File: src/rtl/ps2_pkg.sv
// Shared definitions for the PS/2 Set-2 scan-code decoder.
// Holds the prefix and modifier scan codes, the prefix FSM state type and
// the scan-code to ASCII translation function.
// ps2_xlate(code, ext, upper) returns {hit, ascii[7:0]}. hit is 0 when the
// code produces no character.
package ps2_pkg;

    localparam logic [7:0] PS2_BRK = 8'hF0;
    localparam logic [7:0] PS2_EXT = 8'hE0;
    localparam logic [7:0] LSHIFT  = 8'h12;
    localparam logic [7:0] RSHIFT  = 8'h59;
    localparam logic [7:0] CAPS    = 8'h58;

    typedef enum logic [1:0] {
        ST_IDLE,
        ST_BRK,
        ST_EXT,
        ST_EXT_BRK
    } ps2_state_e;

    function automatic logic [8:0] ps2_xlate(input logic [7:0] code,
                                             input logic       ext,
                                             input logic       upper);
        logic [7:0] ascii;
        logic       hit;
        logic       letter;
        ascii  = 8'd0;
        hit    = 1'b1;
        letter = 1'b0;
        if (ext) begin
            case (code)
                8'h5A:   ascii = 8'd13;
                8'h4A:   ascii = 8'd47;
                default: hit = 1'b0;
            endcase
        end else begin
            case (code)
                8'h1C: begin ascii = 8'd65; letter = 1'b1; end
                8'h32: begin ascii = 8'd66; letter = 1'b1; end
                8'h21: begin ascii = 8'd67; letter = 1'b1; end
                8'h23: begin ascii = 8'd68; letter = 1'b1; end
                8'h24: begin ascii = 8'd69; letter = 1'b1; end
                8'h2B: begin ascii = 8'd70; letter = 1'b1; end
                8'h34: begin ascii = 8'd71; letter = 1'b1; end
                8'h33: begin ascii = 8'd72; letter = 1'b1; end
                8'h43: begin ascii = 8'd73; letter = 1'b1; end
                8'h3B: begin ascii = 8'd74; letter = 1'b1; end
                8'h42: begin ascii = 8'd75; letter = 1'b1; end
                8'h4B: begin ascii = 8'd76; letter = 1'b1; end
                8'h3A: begin ascii = 8'd77; letter = 1'b1; end
                8'h31: begin ascii = 8'd78; letter = 1'b1; end
                8'h44: begin ascii = 8'd79; letter = 1'b1; end
                8'h4D: begin ascii = 8'd80; letter = 1'b1; end
                8'h15: begin ascii = 8'd81; letter = 1'b1; end
                8'h2D: begin ascii = 8'd82; letter = 1'b1; end
                8'h1B: begin ascii = 8'd83; letter = 1'b1; end
                8'h2C: begin ascii = 8'd84; letter = 1'b1; end
                8'h3C: begin ascii = 8'd85; letter = 1'b1; end
                8'h2A: begin ascii = 8'd86; letter = 1'b1; end
                8'h1D: begin ascii = 8'd87; letter = 1'b1; end
                8'h22: begin ascii = 8'd88; letter = 1'b1; end
                8'h35: begin ascii = 8'd89; letter = 1'b1; end
                8'h1A: begin ascii = 8'd90; letter = 1'b1; end
                8'h45, 8'h70: ascii = 8'd48;
                8'h16, 8'h69: ascii = 8'd49;
                8'h1E, 8'h72: ascii = 8'd50;
                8'h26, 8'h7A: ascii = 8'd51;
                8'h25, 8'h6B: ascii = 8'd52;
                8'h2E, 8'h73: ascii = 8'd53;
                8'h36, 8'h74: ascii = 8'd54;
                8'h3D, 8'h6C: ascii = 8'd55;
                8'h3E, 8'h75: ascii = 8'd56;
                8'h46, 8'h7D: ascii = 8'd57;
                8'h29:   ascii = 8'd32;
                8'h5A:   ascii = 8'd13;
                8'h66:   ascii = 8'd8;
                default: hit = 1'b0;
            endcase
            if (letter && !upper) begin
                ascii = ascii + 8'd32;
            end
        end
        return {hit, ascii};
    endfunction

endpackage

File: src/rtl/ps2_sync_fifo.sv
// Synchronous show-ahead FIFO with occupancy count.
// Ports:
//   clock, reset      : rising-edge clock, synchronous active-high reset
//   push_i, data_i    : write request and data; accepted when not full or
//                       when a pop happens in the same cycle
//   pop_i             : read request; ignored while empty
//   data_o, valid_o   : head entry (0 when empty) and not-empty flag
//   full_o, count_o   : full flag and current occupancy
module ps2_sync_fifo #(
    parameter int WIDTH = 8,
    parameter int DEPTH = 8
) (
    input  logic                     clock,
    input  logic                     reset,
    input  logic                     push_i,
    input  logic [WIDTH-1:0]         data_i,
    input  logic                     pop_i,
    output logic [WIDTH-1:0]         data_o,
    output logic                     valid_o,
    output logic                     full_o,
    output logic [$clog2(DEPTH):0]   count_o
);
    localparam int AW = $clog2(DEPTH);

    logic [WIDTH-1:0] mem_q [DEPTH];
    logic [AW-1:0]    wr_q, rd_q;
    logic [AW:0]      cnt_q;
    logic             empty, do_pop, do_push;

    assign empty   = (cnt_q == '0);
    assign full_o  = (cnt_q == (AW+1)'(DEPTH));
    assign do_pop  = pop_i & ~empty;
    // A full FIFO still accepts a write when the head leaves in the same cycle.
    assign do_push = push_i & (~full_o | do_pop);

    // Pointers wrap naturally because DEPTH is a power of two.
    always_ff @(posedge clock) begin
        if (reset) begin
            wr_q  <= '0;
            rd_q  <= '0;
            cnt_q <= '0;
        end else begin
            if (do_push) wr_q <= wr_q + 1'b1;
            if (do_pop)  rd_q <= rd_q + 1'b1;
            if (do_push && !do_pop)      cnt_q <= cnt_q + 1'b1;
            else if (do_pop && !do_push) cnt_q <= cnt_q - 1'b1;
        end
    end

    always_ff @(posedge clock) begin
        if (do_push) mem_q[wr_q] <= data_i;
    end

    assign data_o  = empty ? '0 : mem_q[rd_q];
    assign valid_o = ~empty;
    assign count_o = cnt_q;

endmodule

File: src/rtl/ps2_ascii_decoder.sv
// PS/2 Set-2 scan-code to ASCII decoder with output FIFO.
// Tracks break/extended prefixes and Shift/Caps-Lock state, translates each
// make code and queues the character for a valid/ready consumer.
// Ports:
//   clock, reset            : rising-edge clock, synchronous active-high reset
//   scan_code, scan_valid   : byte stream from the PS/2 receiver
//   out_data, out_valid     : FIFO head (0 when empty) and not-empty flag
//   out_ready               : consumer pop
//   fifo_count              : FIFO occupancy
//   overflow                : sticky, a character was dropped on a full FIFO
//   caps_lock               : Caps-Lock state for the keyboard LED
module ps2_ascii_decoder
    import ps2_pkg::*;
#(
    parameter int OUT_W      = 32,
    parameter int FIFO_DEPTH = 8,
    parameter int LOWER_EN   = 1
) (
    input  logic                          clock,
    input  logic                          reset,
    input  logic [7:0]                    scan_code,
    input  logic                          scan_valid,
    output logic [OUT_W-1:0]              out_data,
    output logic                          out_valid,
    input  logic                          out_ready,
    output logic [$clog2(FIFO_DEPTH):0]   fifo_count,
    output logic                          overflow,
    output logic                          caps_lock
);
    ps2_state_e state_q;
    logic       shift_l_q, shift_r_q, caps_q, ovf_q;

    logic       upper, is_make, is_ext, push, fifo_full;
    logic [8:0] xl;
    logic [7:0] fifo_dout;

    assign is_ext = (state_q == ST_EXT);
    assign upper  = (LOWER_EN == 0) | ((shift_l_q | shift_r_q) ^ caps_q);
    assign xl     = ps2_xlate(scan_code, is_ext, upper);

    // A byte is a make code when it is not itself a prefix for the current state.
    assign is_make = scan_valid &
                     (((state_q == ST_IDLE) && (scan_code != PS2_BRK) && (scan_code != PS2_EXT)) ||
                      (is_ext && (scan_code != PS2_BRK)));
    assign push    = is_make & xl[8];

    always_ff @(posedge clock) begin
        if (reset) begin
            state_q   <= ST_IDLE;
            shift_l_q <= 1'b0;
            shift_r_q <= 1'b0;
            caps_q    <= 1'b0;
            ovf_q     <= 1'b0;
        end else begin
            if (scan_valid) begin
                case (state_q)
                    ST_IDLE: begin
                        if (scan_code == PS2_BRK)      state_q <= ST_BRK;
                        else if (scan_code == PS2_EXT) state_q <= ST_EXT;
                        else begin
                            if (scan_code == LSHIFT) shift_l_q <= 1'b1;
                            if (scan_code == RSHIFT) shift_r_q <= 1'b1;
                            if (scan_code == CAPS)   caps_q    <= ~caps_q;
                        end
                    end
                    ST_EXT: begin
                        // Extended makes (including E0 12 fake shift) never touch modifiers.
                        if (scan_code == PS2_BRK) state_q <= ST_EXT_BRK;
                        else                      state_q <= ST_IDLE;
                    end
                    ST_BRK: begin
                        if (scan_code == LSHIFT) shift_l_q <= 1'b0;
                        if (scan_code == RSHIFT) shift_r_q <= 1'b0;
                        state_q <= ST_IDLE;
                    end
                    default: state_q <= ST_IDLE;
                endcase
            end
            if (push && fifo_full && !(out_valid && out_ready)) ovf_q <= 1'b1;
        end
    end

    ps2_sync_fifo #(
        .WIDTH (8),
        .DEPTH (FIFO_DEPTH)
    ) u_fifo (
        .clock   (clock),
        .reset   (reset),
        .push_i  (push),
        .data_i  (xl[7:0]),
        .pop_i   (out_ready),
        .data_o  (fifo_dout),
        .valid_o (out_valid),
        .full_o  (fifo_full),
        .count_o (fifo_count)
    );

    assign out_data  = OUT_W'(fifo_dout);
    assign overflow  = ovf_q;
    assign caps_lock = caps_q;

endmodule

File: config.mk
export PLATFORM = sky130hd
export DESIGN_NAME = ps2_ascii_decoder
export DESIGN_NICKNAME = d
export VERILOG_FILES = /design/src/rtl/ps2_pkg.sv /design/src/rtl/ps2_sync_fifo.sv /design/src/rtl/ps2_ascii_decoder.sv
export SDC_FILE = /design/constraint.sdc
export NUM_CORES = 1
export LEC_CHECK = 0
export BUFFER_PORTS_ARGS = -buffer_cell sky130_fd_sc_hd__buf_4
export CORE_ASPECT_RATIO = 0.5
export CORE_MARGIN = 5
export CORE_UTILIZATION = 30
export DETAILED_ROUTE_END_ITERATION = 10
export SLEW_MARGIN = 20
export SYNTH_ARGS = -nofsm -noshare
export SYNTH_HDL_FRONTEND = slang
export SYNTH_SLANG_ARGS = --single-unit
File: constraint.sdc
create_clock -name clock -period 8.5 [get_ports clock]
set_input_delay 0.425 -clock clock [delete_from_list [all_inputs] [get_ports clock]]
set_output_delay 0.425 -clock clock [all_outputs]
set_load 0.01 [all_outputs]
# Word-level counts from Yosys, hierarchy flattened
# Memory sizes are Yosys's and may differ from the RTL's. A register that Yosys moved wholly into a read port is not among the register bits.
# Index checks and enable logic that the tools add are counted.
# Widths: inputs -> output; s select.
# classes
n_addsub	5
eq_ne	67
muxes	31
n_bitwise	12
n_reduce_logical	35
# ops
op	count
$pmux 7 s39	1
$eq 8x6->1 const B	23
$eq 8x7->1 const B	22
$eq 8x5->1 const B	8
$reduce_or 49->1	1
$mux 8	4
$reduce_or 26->1	1
$reduce_or 2->1	11
$eq 8x8->1 const B	2
$ne 8x8->1 const B	2
$mux 1	15
$pmux 6 s2	1
$reduce_and 6->1	2
$logic_and 1x1->1	9
$add 8x6->8 const B	1
$mux 4	2
$ne 2x2->1 const B	4
$add 3x1->3 const B	2
$mux 2	3
$mux 3	2
$not 1->1	5
$reduce_and 5->1	1
$add 4x1->4 const B	1
$and 1x1->1	4
other kinds (16)	23
# totals
ff_bits	16
mem_bits_rw	64
output_inout_bits	39
elab_cells	159
memories	1
# memory_table
memory	words	word_bits	rd	rd_ports_with_merged_regs	wr	line	source
u_fifo.mem_q	8	8	1	1	1	ps2_sync_fifo.sv:25	logic [WIDTH-1:0] mem_q [DEPTH];

# Longest topological paths before layout
# logic_depth
ltp_word	11
mapped_depth	18
mapped_depth_nobuf	14

# Cells and area by module
# Synthesis repeated with hierarchy kept, for this count alone.
# hier_totals
hier_cells	419
hier_area_um2	4720.8
# modules_own_cells
module	instances	cells_per_inst	area_each_um2
ps2_sync_fifo	1	175	3094.2
ps2_ascii_decoder	1	244	1626.6

# Worst setup path after synthesis
# Ideal clock, no wire load.
# synth_path
path_kind	input to register
start	input scan_code[2]
end	register u_fifo.cnt_q[3] (netlist: u_fifo.count_o[3])
arrival_ps	3372
required_ps	8430
setup_slack_ps	5058
cell_stages	17
path_cell_list	buf_4 > buf_6 > buf_2 > o22ai_1 > a21o_1 > nor4_4 > nand4_2 > o211a_1 > buf_4 > ha_1 > inv_1 > ha_1 > a21o_1 > a21oi_1 > xnor2_1 > or3_1 > a21oi_1
# synth_via
elab_chain_len	10
word_cells_on_any_way	69
# synth_lines
item	line	source
from (decl)	ps2_ascii_decoder.sv:21	input logic [7:0] scan_code,
parallel branches: the longest is 5 deep, another holds $reduce_or 49->1	-	
$and 1x1->1 *	ps2_ascii_decoder.sv:45	assign push = is_make & xl[8];
$and 1x1->1 *	ps2_sync_fifo.sv:34	assign do_push = push_i & (~full_o | do_pop);
named net u_fifo.do_push	ps2_sync_fifo.sv:28	logic empty, do_pop, do_push;
$logic_not 1->1	ps2_sync_fifo.sv:46	else if (do_pop && !do_push) cnt_q <= cnt_q - 1'b1;
$logic_and 1x1->1	ps2_sync_fifo.sv:46	
$reduce_bool 2->1 (no source line)	-	
to (signal assigned)	ps2_sync_fifo.sv:45	if (do_push && !do_pop) cnt_q <= cnt_q + 1'b1;
to (signal assigned)	ps2_sync_fifo.sv:46	
to (decl)	ps2_sync_fifo.sv:27	logic [AW:0] cnt_q;
# Mark *: on every way through the listed nets, which the timed path passes.
# A chain may end at the register's enable or synchronous reset.

# Worst setup path in the final report
# layout_path
start	input scan_code[5]
end	register u_fifo.cnt_q[3] (netlist: u_fifo.count_o[3])
# layout_via
elab_chain_len	10
word_cells_on_any_way	69
# layout_lines
item	line
parallel branches: the longest is 5 deep, another holds $reduce_or 49->1	-
$and 1x1->1 *	ps2_ascii_decoder.sv:45
$and 1x1->1 *	ps2_sync_fifo.sv:34
$logic_not 1->1	ps2_sync_fifo.sv:46
$logic_and 1x1->1	ps2_sync_fifo.sv:46
$reduce_bool 2->1 (no source line)	-
# Mark *: on every way between the ends.

==> reports/metrics.yaml <==
power:
  p_leak_nw: 1.866
  totalPowerFinal_mw: 1.171
  p_seq_share_pct: 42.3
  power_density_nw_per_um2: 215.6
  pwr-share-comb_pct: 24.7
  ir_drop_v: 0.00009229
  intPower_mw: 0.8255
  swShare_pct: 29.51
  power_switching_mw: 0.3457
  pwr-share-clk_pct: 33.0
drt:
  drtAntennaViolNets: 0
  vias: 3446
  drt_iter0_drc: 272
  wl_per_cell_um: 16.74
  viasPerCell: 5.151
  drc: 0
  firstDrtPassIters: 5
  wl_um: 11200
timing:
  fmax_mhz: 283.8
  final.setup.worst_slack_ns: 4.976
  tns_ns: 0
  hold_viol_final: 0
  maxSlewHeadroom_pct: 37.80
  max_slew.worst_pin.slew_ns: 0.9267
  rsz0062_at_grt: "no"
  setup_viol: 0
  period_minus_slack_ns: 3.524
  period_share_pct: 41.46
  finalMaxSlewViolations: 0
  finClkSkew_ns: 0.005483
synth:
  synth-edff-count: 64
  ys_ff_latch: 83
  synth_area_um2: 4900
  synthArstFlopShare_pct: 0
  synthesis.instances: 432
  syn_avg_cell_area_um2: 11.34
  synth_warnings: 0
  ys.flop_type: "edfxtp_1"
  ys_types: 76
  yosysSeqAreaShare_pct: 46.99
finish:
  layout_commonest_cell: "edfxtp_1"
  final_cell_mix: "edfxtp_1 (64), nor2_1 (45), buf_4 (26)"
  finalInstanceArea_um2: 5431
  layout-drive-gt1-share_pct: 16.29
  nets: 456
  area_growth_pct: 10.85
  antenna_cells: 0
die:
  die-area_um2: 19140
  placementRows: 33
  start_util_pct: 30.27
  die_x_um: 190.7
  io_pins: 51
  coreArea_um2: 16190
  die_h_um: 100.4
place:
  place.gp.congestion: 0.9105
  place_ws_ns: 4.652
  dpl.hpwl_um: 7556
  placed_area_um2: 5120
  io_buffers: 26
critical_path:
  critical_path_required_ns: 8.77
  critPathArrivalTime_ns: 3.79
  cp_max_fo: 31
  critPathCaptureType: "flip-flop"
  crit_type: "in -> reg"
  cp-start-kind: "input port"
  r2r_slack_ns: 5.11
  ff2ff_path_depth: 12
  crit_slowest_cell: "or4b_1"
  critical-path-top-delay-family: "compound AO/OA/AOI/OAI gates"
  cp.depth: 15
  max_stage_delay_ns: 0.65
  crit_chain: "buf_4 -> or4b_1 -> o32ai_1 -> a31o_2 -> nor4_4 -> nand4_2 -> o211a_1 -> ha_1 -> inv_1 -> ha_1 -> a21o_1 -> a21oi_1 -> xnor2_1 -> or3_1 -> a21oi_1"
  cp_num_buf_inv: 2
grt:
  grt_pass1_vias: 3213
  grt_max_degree: 34
  antenna_found_initial: 0
  grt-ovfl-total: 0
  grtUsageTotal_pct: 11.53
  grt_pass1_wl_um: 17420
flow_run:
  cap_violations: 0
clock_network:
  cts_tree: "built"
  hold_buffers: 0
  clock_latency_ns: 0.33
  clk_pin_slew_ns: 0.06
  cts_resized: 0
  cts_made_buffers: 9
  htreeDepth: 3
  cts_setup_buffers: 0
  cts_sinks: 83
  clk_path_buf_depth: 2
  cts_root_buf: "clkbuf_16"
min_path:
  min-delay-path-class: "in -> reg"
  min_path_cells: 3
run_status:
  status: "completed"
-- worst register-to-register path, cell delays in order (launching register included) --
cell	delay (ns)
dfxtp_1	0.46
nor2b_1	0.29
nand3_1	0.21
a2111oi_2	0.50
o211a_1	0.40
ha_1	0.24
inv_1	0.08
ha_1	0.28
a21o_1	0.17
a21oi_1	0.16
xnor2_1	0.08
or3_1	0.30
a21oi_1	0.14
-- layout make-up --
| cell class | instances | area (µm²) |
|---|---|---|
| flip-flops and latches | 83 | 2303 |
| clock inverters | 7 | 76.32 |
| clock buffers | 9 | 225.2 |
| fillers | 1622 | 10750 |
| well taps | 227 | 284.0 |
| repair buffers | 26 | 195.2 |
| multi-input cells | 306 | 2306 |
| inverters | 11 | 41.29 |
-- Yosys cell counts, types with 3 or more instances --
cell / count / area (µm²)
edfxtp_1: 64 / 1922
nor2_1: 45 / 168.9
buf_4: 31 / 232.7
nand2_1: 24 / 90.09
dfxtp_1: 19 / 380.4
mux4_2: 16 / 360.4
a21oi_1: 13 / 65.06
o21ai_0: 13 / 65.06
buf_2: 11 / 55.05
inv_1: 11 / 41.29
mux2i_1: 11 / 110.1
nand3_1: 11 / 55.05
nor2b_1: 11 / 68.82
nand2b_1: 10 / 62.56
clkbuf_1: 7 / 26.28
xor2_1: 7 / 61.31
ha_1: 6 / 75.07
nand4_1: 6 / 37.54
a31oi_1: 5 / 31.28
and4b_1: 5 / 50.05
nor3_1: 5 / 25.02
a21o_1: 4 / 30.03
a32oi_1: 4 / 35.03
buf_1: 4 / 15.01
nand4b_1: 4 / 35.03
o2111ai_1: 4 / 35.03
or3_1: 4 / 25.02
or4b_1: 4 / 40.04
a2111oi_0: 3 / 26.28
and3_1: 3 / 18.77
and4_1: 3 / 26.28
o211ai_1: 3 / 22.52
o22ai_1: 3 / 18.77
xnor2_1: 3 / 26.28
-- power groups by stage --
stage | Sequential (mW) | Combinational (mW) | Clock [mW]
final | 0.495 | 0.289 | 0.387
after global routing | 0.501 | 0.323 | 0.410
after CTS | 0.494 | 0.292 | 0.395
after detailed placement | 0.503 | 0.291 | 0
after global placement | 0.502 | 0.290 | 0
after floorplan | 0.480 | 0.216 | 0
-- sequential cells by signal, summed over array words and instances, names as in the netlist, named ones only --
signal / cells
shift_r_q: 1
shift_l_q: 1
u_fifo.rd_q: 3
state_q: 2
overflow: 1
u_fifo.count_o: 4
u_fifo.wr_q: 3
caps_lock: 1
u_fifo.mem_q: 64
-- stage by stage --
step | hold slack [ns] | util (%) | std cells
6_report | 0.3977 | 33.56 | 669
5_1_grt | 0.3991 | 33.56 | 669
4_1_cts | 0.3939 | 33.50 | 669
3_5_place_dp | 0.4477 | 31.63 | 653
3_3_place_gp | 0.4455 | 31.63 | 653
2_1_floorplan | 0.4505 | - | 455
-- per-layer routing --
layer / vias to the layer above / global-route usage (%) / wire length (µm)
met2: 143 / 18.50 / 5187
met4: 0 / 4.137 / 179
met3: 17 / 1.842 / 673
met5: - / 0 / 0
li1: 1618 / - / -
met1: 1668 / 15.94 / 5155
-- path summary, 6_finish.rpt --
| path | to | startpoint |
|---|---|---|
| max | u_fifo.count_o[3]$_SDFFE_PP0P_ | scan_code[5] |
| min | state_q[0]$_SDFFE_PP0P_ | scan_valid |
| max reg2reg | u_fifo.count_o[3]$_SDFFE_PP0P_ | state_q[1]$_SDFFE_PP0P_ |
| min reg2reg | overflow$_SDFFE_PP0P_ | overflow$_SDFFE_PP0P_ |
-- cell families (layout without fill, tap and decap cells) --
kind of cell	count (synthesis)	count (layout)	synth area share [%]
and+or+nand+nor	162	162	20.43
xor gates and xnor gates	10	10	1.788
muxes	29	29	10.06
adders and majority gates	7	7	1.941
other	1	24	0.07654
DFF	83	83	46.99
buffers and inverters	66	53	8.018
AOI/OAI and AO/OA	74	74	10.70
(Power assumes the default switching activity.)
